**src/rtl/execute_mem_s3_uncached_pkg.sv**
```systemverilog
// Purpose : shared types and constants for the uncached memory-pipe s3 stage.
// Latency : n/a (definitions only).
// Backpressure: n/a (definitions only).
//
// Contents:
//   state_t     FSM state encoding for the uncached access controller
//   WSTRB_WORD  byte strobe pattern for a full-word access
package execute_mem_s3_uncached_pkg;

   typedef enum logic [2:0] {
      ST_IDLE  = 3'd0,   // ready to accept an s2 op
      ST_REQ   = 3'd1,   // request presented, waiting for bus acceptance
      ST_RESP  = 3'd2,   // waiting for response of a live op
      ST_DONE  = 3'd3,   // one-cycle commit to the ROB
      ST_DRAIN = 3'd4    // waiting for response of a killed op, no commit
   } state_t;

   localparam logic [3:0] WSTRB_WORD = 4'b1111;

endpackage

```
**src/rtl/execute_mem_uncached_lane.sv**
```systemverilog
// Purpose : builds write strobes/data and extracts the load byte lane for one access.
// Latency : combinational, zero cycles.
// Backpressure: none; pure function of its inputs.
//
// Ports:
//   byte_op    in   byte access (else word)
//   addr_lo    in   physical address bits [1:0]
//   store_data in   store operand
//   rdata      in   bus read data
//   wstrb      out  byte strobes for the request
//   wdata      out  write data (byte replicated to all lanes for byte stores)
//   load_data  out  load result (zero-extended selected lane for byte loads)
module execute_mem_uncached_lane
   import execute_mem_s3_uncached_pkg::*;
(
   input  logic        byte_op,
   input  logic [1:0]  addr_lo,
   input  logic [31:0] store_data,
   input  logic [31:0] rdata,
   output logic [3:0]  wstrb,
   output logic [31:0] wdata,
   output logic [31:0] load_data
);

   always_comb begin
      wstrb     = WSTRB_WORD;
      wdata     = store_data;
      load_data = rdata;
      if (byte_op) begin
         wstrb     = 4'b0001 << addr_lo;
         // Replicate so the slave sees the byte on whichever lane the strobe selects.
         wdata     = {4{store_data[7:0]}};
         load_data = {24'd0, rdata[{addr_lo, 3'b000} +: 8]};
      end
   end

endmodule

```
**src/rtl/execute_mem_s3_uncached.sv**
```systemverilog
// Purpose : executes uncached loads/stores from s2 as single-beat bus accesses, commits to ROB.
// Latency : fire N -> bus req N+1 -> resp N+2 (zero-wait) -> commit N+3 -> ready again N+4.
// Backpressure: one op in flight; s2 held off via o_s2_ready while busy; request held until accepted.
//
// Ports:
//   clk/resetn                      clock, synchronous active-low reset
//   i_flush                         kills un-committed work
//   i_valid .. i_store_data         s2 register outputs (op, ids, addresses, store data)
//   o_s2_ready                      high only in IDLE; an eligible op is taken that cycle
//   o_bus_req_* / i_bus_req_ready   single-beat request channel (valid/ready)
//   i_bus_resp_* / o_bus_resp_ready response channel (read data or write ack, error)
//   o_cmt_*                         one-cycle completion report to the ROB writeback port
module execute_mem_s3_uncached
   import execute_mem_s3_uncached_pkg::*;
#(
   parameter int ROB_W = 4,
   parameter int FID_W = 8
)(
   input  logic             clk,
   input  logic             resetn,
   input  logic             i_flush,
   input  logic             i_valid,
   input  logic [ROB_W-1:0] i_dst_rob,
   input  logic [FID_W-1:0] i_fid,
   input  logic             i_s_byte,
   input  logic             i_s_store,
   input  logic             i_s_load,
   input  logic [31:0]      i_agu_v_addr,
   input  logic [31:0]      i_agu_p_addr,
   input  logic             i_agu_p_uncached,
   input  logic [31:0]      i_store_data,
   output logic             o_s2_ready,
   output logic             o_bus_req_valid,
   input  logic             i_bus_req_ready,
   output logic             o_bus_req_write,
   output logic [31:0]      o_bus_req_addr,
   output logic [31:0]      o_bus_req_wdata,
   output logic [3:0]       o_bus_req_wstrb,
   input  logic             i_bus_resp_valid,
   output logic             o_bus_resp_ready,
   input  logic [31:0]      i_bus_resp_rdata,
   input  logic             i_bus_resp_err,
   output logic             o_cmt_valid,
   output logic [ROB_W-1:0] o_cmt_dst_rob,
   output logic [FID_W-1:0] o_cmt_fid,
   output logic [31:0]      o_cmt_data,
   output logic             o_cmt_err,
   output logic [31:0]      o_cmt_v_addr
);

   state_t           state_q, state_d;
   logic [ROB_W-1:0] rob_q;
   logic [FID_W-1:0] fid_q;
   logic             byte_q;
   logic             store_q;
   logic [31:0]      v_addr_q;
   logic [31:0]      p_addr_q;
   logic [31:0]      sdata_q;
   logic [31:0]      data_q;
   logic             err_q;
   logic             fire;
   logic [31:0]      lane_load;

   assign o_s2_ready = (state_q == ST_IDLE);
   assign fire = i_valid & i_agu_p_uncached & (i_s_load | i_s_store) & o_s2_ready & ~i_flush;

   execute_mem_uncached_lane u_lane (
      .byte_op    (byte_q),
      .addr_lo    (p_addr_q[1:0]),
      .store_data (sdata_q),
      .rdata      (i_bus_resp_rdata),
      .wstrb      (o_bus_req_wstrb),
      .wdata      (o_bus_req_wdata),
      .load_data  (lane_load)
   );

   always_ff @(posedge clk) begin
      if (!resetn) state_q <= ST_IDLE;
      else         state_q <= state_d;
   end

   always_comb begin
      state_d = state_q;
      case (state_q)
         ST_IDLE:  if (fire) state_d = ST_REQ;
         ST_REQ: begin
            // A request accepted in the flush cycle still owes us a response.
            if (i_flush)              state_d = i_bus_req_ready ? ST_DRAIN : ST_IDLE;
            else if (i_bus_req_ready) state_d = ST_RESP;
         end
         ST_RESP: begin
            // If the response lands in the flush cycle it is already consumed; nothing to drain.
            if (i_flush)               state_d = i_bus_resp_valid ? ST_IDLE : ST_DRAIN;
            else if (i_bus_resp_valid) state_d = ST_DONE;
         end
         ST_DONE:  state_d = ST_IDLE;
         ST_DRAIN: if (i_bus_resp_valid) state_d = ST_IDLE;
         default:  state_d = ST_IDLE;
      endcase
   end

   always_ff @(posedge clk) begin
      if (!resetn) begin
         rob_q    <= '0;
         fid_q    <= '0;
         byte_q   <= 1'b0;
         store_q  <= 1'b0;
         v_addr_q <= '0;
         p_addr_q <= '0;
         sdata_q  <= '0;
         data_q   <= '0;
         err_q    <= 1'b0;
      end else begin
         if (fire) begin
            rob_q    <= i_dst_rob;
            fid_q    <= i_fid;
            byte_q   <= i_s_byte;
            store_q  <= i_s_store;
            v_addr_q <= i_agu_v_addr;
            p_addr_q <= i_agu_p_addr;
            sdata_q  <= i_store_data;
         end
         if ((state_q == ST_RESP) && i_bus_resp_valid) begin
            err_q  <= i_bus_resp_err;
            data_q <= (i_bus_resp_err || store_q) ? 32'd0 : lane_load;
         end
      end
   end

   assign o_bus_req_valid  = (state_q == ST_REQ);
   assign o_bus_req_write  = store_q;
   assign o_bus_req_addr   = {p_addr_q[31:2], 2'b00};
   assign o_bus_resp_ready = (state_q == ST_RESP) || (state_q == ST_DRAIN);

   assign o_cmt_valid   = (state_q == ST_DONE) & ~i_flush;
   assign o_cmt_dst_rob = rob_q;
   assign o_cmt_fid     = fid_q;
   assign o_cmt_data    = data_q;
   assign o_cmt_err     = err_q;
   assign o_cmt_v_addr  = v_addr_q;

   // Responses are only legal while one is owed.
   a_resp_expected: assert property (@(posedge clk) disable iff (!resetn)
      i_bus_resp_valid |-> ((state_q == ST_RESP) || (state_q == ST_DRAIN)));

endmodule
```
**config.mk**
```make
export PLATFORM = sky130hd
export DESIGN_NAME = execute_mem_s3_uncached
export DESIGN_NICKNAME = d
export VERILOG_FILES = /design/src/rtl/execute_mem_s3_uncached_pkg.sv /design/src/rtl/execute_mem_uncached_lane.sv /design/src/rtl/execute_mem_s3_uncached.sv
export SDC_FILE = /design/constraint.sdc
export NUM_CORES = 1
export LEC_CHECK = 0
export CAP_MARGIN = 10
export CORE_MARGIN = 1.5
export CORE_UTILIZATION = 35
export CTS_BUF_LIST = sky130_fd_sc_hd__clkbuf_8
export CTS_CLUSTER_DIAMETER = 40
export DETAILED_ROUTE_END_ITERATION = 7
export PLACE_DENSITY = 0.7
export SYNTH_ARGS = -nofsm -noshare
export SYNTH_HDL_FRONTEND = slang
export SYNTH_HIERARCHICAL = 1
export SYNTH_SLANG_ARGS = --single-unit
```
**constraint.sdc**
```tcl
create_clock -name clk -period 1.81 [get_ports clk]
set_input_delay 0.181 -clock clk [delete_from_list [all_inputs] [get_ports clk]]
set_output_delay 0.181 -clock clk [all_outputs]
set_load 0.005 [all_outputs]
```
## After elaboration in Yosys (flattened, before gate mapping)

Cells that the tools add are included.

- Reductions and logical operators: 5
- Bitwise operators: 7
- Equal/unequal tests: 8
- Shift operators: 2
- Multiplexer cells: 13

Operators with widths:

| cell | count |
|---|---|
| $mux W32 | 3 |
| $shiftx A32 B6 Y8 | 1 |
| $mux W3 | 8 |
| $pmux W3 S4 | 1 |
| $eq A3 B2 Y1 const B | 2 |
| $and A1 B1 Y1 | 5 |
| $mux W4 | 1 |
| $reduce_and A4 Y1 | 1 |
| $shl A1 B2 Y4 const A | 1 |
| $eq A3 B1 Y1 const B | 1 |
| $eq A3 B3 Y1 const B | 1 |
| $logic_not A3 Y1 | 1 |
| $ne A3 B2 Y1 const B | 1 |
| $ne A3 B3 Y1 const B | 1 |
| $logic_or A1 B1 Y1 | 2 |
| $ne A2 B1 Y1 const B | 1 |
| $ne A2 B2 Y1 const B | 1 |
| $logic_and A1 B1 Y1 | 1 |
| $not A1 Y1 | 1 |
| $or A1 B1 Y1 | 1 |

- Bits in registers: 146
- Output and inout bits: 150
- Word-level logic and storage cells: 45

## Depth between registers and ports, before layout

- Depth in word-level cells: 6
- Mapped depth: 7
- Depth with buffers taken out: 5

## By module

Netlist, hierarchy kept.

Modules (own cells, without submodules):

| module | cells an instance | sequential area each (µm²) | instances | area each (µm²) |
|---|---|---|---|---|
| execute_mem_s3_uncached | 686 | 2,922.8 | 1 | 6,222.2 |
| execute_mem_uncached_lane | 146 | 0.0 | 1 | 884.6 |

## Least setup slack after synthesis

Ideal clock, no wire load.

- Path type: reg2reg
- Start point: register state_q[2]
- End point: register byte_q
- Stages on the path, launching flop included: 7
- Setup slack: 382 ps
- Clock period less this slack: 1,428 ps
- Arrival time: 1,357 ps
- Path through: dfxtp_1 > buf_6 > nor3_4 > nor3b_4 > buf_12 > buf_12 > mux2i_1

- Word-level cells in the longest chain between the ends: 3

Ends and longest elaborated chain:

| what | line | source |
|---|---|---|
| from (decl) | execute_mem_s3_uncached.sv:51 | `state_t state_q, state_d;` |
| from (signal assigned) | execute_mem_s3_uncached.sv:79 | `else state_q <= state_d;` |
| $logic_not A3 Y1 | execute_mem_s3_uncached.sv:64 | `assign o_s2_ready = (state_q == ST_IDLE);` |
| via o_s2_ready | execute_mem_s3_uncached.sv:32 | `output logic o_s2_ready,` |
| $and A1 B1 Y1 (2 in series) | execute_mem_s3_uncached.sv:65 | `assign fire = i_valid & i_agu_p_uncached & (i_s_load \| i_s_store) & o_s2_ready & ~i_flush;` |
| to (signal assigned) | execute_mem_s3_uncached.sv:117 | `byte_q <= i_s_byte;` |
| to (decl) | execute_mem_s3_uncached.sv:54 | `logic byte_q;` |

The timed path passes the listed nets, and every way through them passes these cells.
A chain may end at the register's enable or synchronous reset.

## Worst setup path after layout

- Start point: register byte_q
- End point: output o_bus_req_wdata[14]

- Word-level cells in the longest chain between the ends: 1

Ends and longest elaborated chain:

| what | line | source |
|---|---|---|
| $mux W32 | execute_mem_uncached_lane.sv:29 | `if (byte_op) begin` |
| to (decl) | execute_mem_s3_uncached.sv:37 | `output logic [31:0] o_bus_req_wdata,` |

Every way passes these cells.

==> impl_metrics.csv <==
group,metric,value,unit
cells_and_area,finalInstanceArea,10500,um2
sta,slew_headroom,0.615,
place,place_congestion,0.823,
global_routing,grt_use_total,0.189,
sta,rsz0062_at_grt,"no",
floorplanning,fp.dieH,145,um
logic_synthesis,syn_area,7110,um2
logic_synthesis,avgSynthCellArea,8.54,um2
cells_and_area,drive_above_1_share,0.0963,
logic_synthesis,ys.flop_type,"dfxtp_1",
logic_synthesis,synth.distinct_cells,37,
routing,vias_per_cell,4.60,
critical_path,start_kind,"register",
cells_and_area,utilization,0.534,
logic_synthesis,synthArstFlopShare,0,
floorplanning,core_region_area,19700,um2
routing,route.vias.total,6277,
clock_network,ctsHoldBuffers,0,
logic_synthesis,ys_ff_latch,146,
critical_path,crit_fanout,9,
floorplanning,die_x,145,um
sta,whs,0.208,ns
sta,clock_skew,0.0150,ns
sta,setup_ws,0.0879,ns
critical_path,cp-end-kind,"output port",
power_and_ir_drop,irDropWorstVdd,0.000373,V
clock_network,cts.sinks,146,
global_routing,grt_max_degree,72,
place,placed_area,10100,um2
place,io_buffers,298,
logic_synthesis,postSynthCellCount,832,
clock_network,cts_buffers,17,
clock_network,clk_pin_slew,0.09,ns
cells_and_area,diodes,0,
power_and_ir_drop,p_per_area,678,nW/um2
outcome,outcome,"finished clean",
routing,drtPass1Iterations,4,
clock_network,cts_buffer_depth,2,
clock_network,cts_root_buffer,"clkbuf_8",
routing,wirelength,19900,um
cells_and_area,nets,1239,
run,maxCapViolations,0,
global_routing,antenna_found_initial,0,
sta,fin_crit,1.72,ns
critical_path,worstSetupPathType,"register to output port",
floorplanning,rows,51,
floorplanning,pin_count,301,
routing,drcViolationCount,0,
global_routing,grt_pass1_vias,6093,
sta,max_freq,581,MHz
clock_network,tritoncts,"built",
logic_synthesis,ys_warn_count,6,
sta,worst_slew_pin_slew,0.577,ns
critical_path,cp.required,1.63,ns
floorplanning,initial_core_util,0.360,
critical_path,worstPathArrival,1.54,ns
routing,ant_nets,0,
cells_and_area,syn2layout_area_growth,48.2,%
place,hpwl,14500,um
sta,hold_viol_final,0,
routing,wire_per_inst,14.6,um
clock_network,ctsHtreeMaxLevel,4,
routing,drt_iter0_drc,286,
sta,setup-violations-final,0,
logic_synthesis,ys_seq_area_frac,0.411,
critical_path,r2r_slack,0.24,ns
logic_synthesis,synth_edf_count,0,
sta,tns,0,ns
global_routing,grt-ovfl-total,0,
floorplanning,die-area,21200,um2
clock_network,insertion_delay,0.45,ns
min_path,hold_class,"input port to register",
power_and_ir_drop,power.leakage,3.90,nW
sta,fin_crit_sh,0.951,
sta,slew_viol_final,0,
global_routing,grt_pass1_wl,32000,um
place,place_ws,-0.126,ns
## layer usage
layer,global-route usage,vias up,share of wire
met5,0,-,0
met4,0.0607,0,0.015
met3,0.0605,18,0.078
met2,0.311,202,0.47
met1,0.233,2877,0.44
li1,-,3180,-
## worst max-delay path, cell delays in order, from the launching register on
cell and delay (ns):
dfxtp_4 0.36, buf_4 0.15, buf_4 0.16, o21ai_0 0.15, dlygate4sd2_1 0.27
## repair_timing
item / in CTS / in global routing
setup buffers: 4 / 1
gates resized for setup: 45 / 13
endpoints found under the setup margin: 32 / 2
## cell usage in the layout (no fill, tap or decap), types with 5 or more instances in the layout
cell type        synthesis  final
clkdlybuf4s50_1          0    265
nand2_1                264    262
a21boi_1                33     33
mux2i_1                110    110
o22ai_1                  8      8
o21ai_2                  7      9
buf_12                  13     13
nand3b_1                10     10
o21ai_0                 28     19
o21ai_1                  2      9
buf_4                   46     29
clkbuf_8                 0     18
dfxtp_1                146    141
inv_1                   25     26
mux2_2                   8      8
nor2b_1                 24     24
a21oi_1                  9      9
inv_6                    0      5
dlygate4sd2_1            0     27
nand3_1                 32     32
## cells in the mapped netlist, types with 2 or more instances
library cell | number | area [um2]
a21boi_1 | 33 | 248
a21oi_1 | 9 | 45.0
buf_12 | 13 | 260
inv_1 | 25 | 93.8
buf_4 | 46 | 345
nand3b_1 | 10 | 75.1
clkbuf_1 | 37 | 139
buf_2 | 7 | 35.0
o21ai_0 | 28 | 140
nand2_1 | 264 | 991
buf_6 | 2 | 22.5
o21ai_2 | 7 | 61.3
mux2_2 | 8 | 90.1
o22ai_1 | 8 | 50.1
nand3_1 | 32 | 160
dfxtp_1 | 146 | 2920
o21ai_1 | 2 | 10.0
mux2i_1 | 110 | 1100
nor2_1 | 4 | 15.0
nor2b_1 | 24 | 150
## registers in the layout, indices dropped and copies added, names as in the netlist, 3 cells and up
register,cells
state_q,3
o_cmt_dst_rob,4
o_cmt_fid,8
o_cmt_data,32
sdata_q,32
o_cmt_v_addr,32
p_addr_q,32
## path summary, 6_finish.rpt
kind                      start                   to  cells past startpoint
setup / recovery         byte_q  o_bus_req_wdata[14]                      4
hold / removal           resetn     o_cmt_v_addr[20]                      3
setup reg to reg     state_q[2]     o_cmt_dst_rob[2]                      5
hold reg to reg   o_cmt_data[1]        o_cmt_data[1]                      2
## per-stage QoR
stage	std cells	power, mW
floorplan	833	3.86
finish	1366	7.14
global placement	1329	4.42
global route	1366	7.48
CTS	1365	7.25
detailed placement	1329	4.43
## logic make-up after synthesis
logic type,count (synthesis),share of synthesized area
other cells,1,0.000528
flops,146,0.411
compound gates,90,0.0812
xor+xnor,1,0.00123
simple gates,345,0.212
mux,118,0.168
buf+inv,131,0.127
## area by class of cell
| cell class | count | area (um2) |
|---|---|---|
| Multi-Input combinational cell | 556 | 3310 |
| Timing Repair Buffer | 341 | 3430 |
| Inverter | 26 | 97.6 |
| Clock buffer | 18 | 248 |
| Clock inverter | 14 | 178 |
| Tap cell | 265 | 332 |
| Fill cell | 1855 | 9190 |
| Sequential cell | 146 | 2930 |
## where the power goes
part | switching, mW | internal, mW | total, mW
sequential | 0.0446 | 3.29 | 3.33
combinational | 0.387 | 0.626 | 1.01
clock | 1.38 | 1.42 | 2.80
total | 1.81 | 5.33 | 7.14
Power figures use the tool's default switching activity.
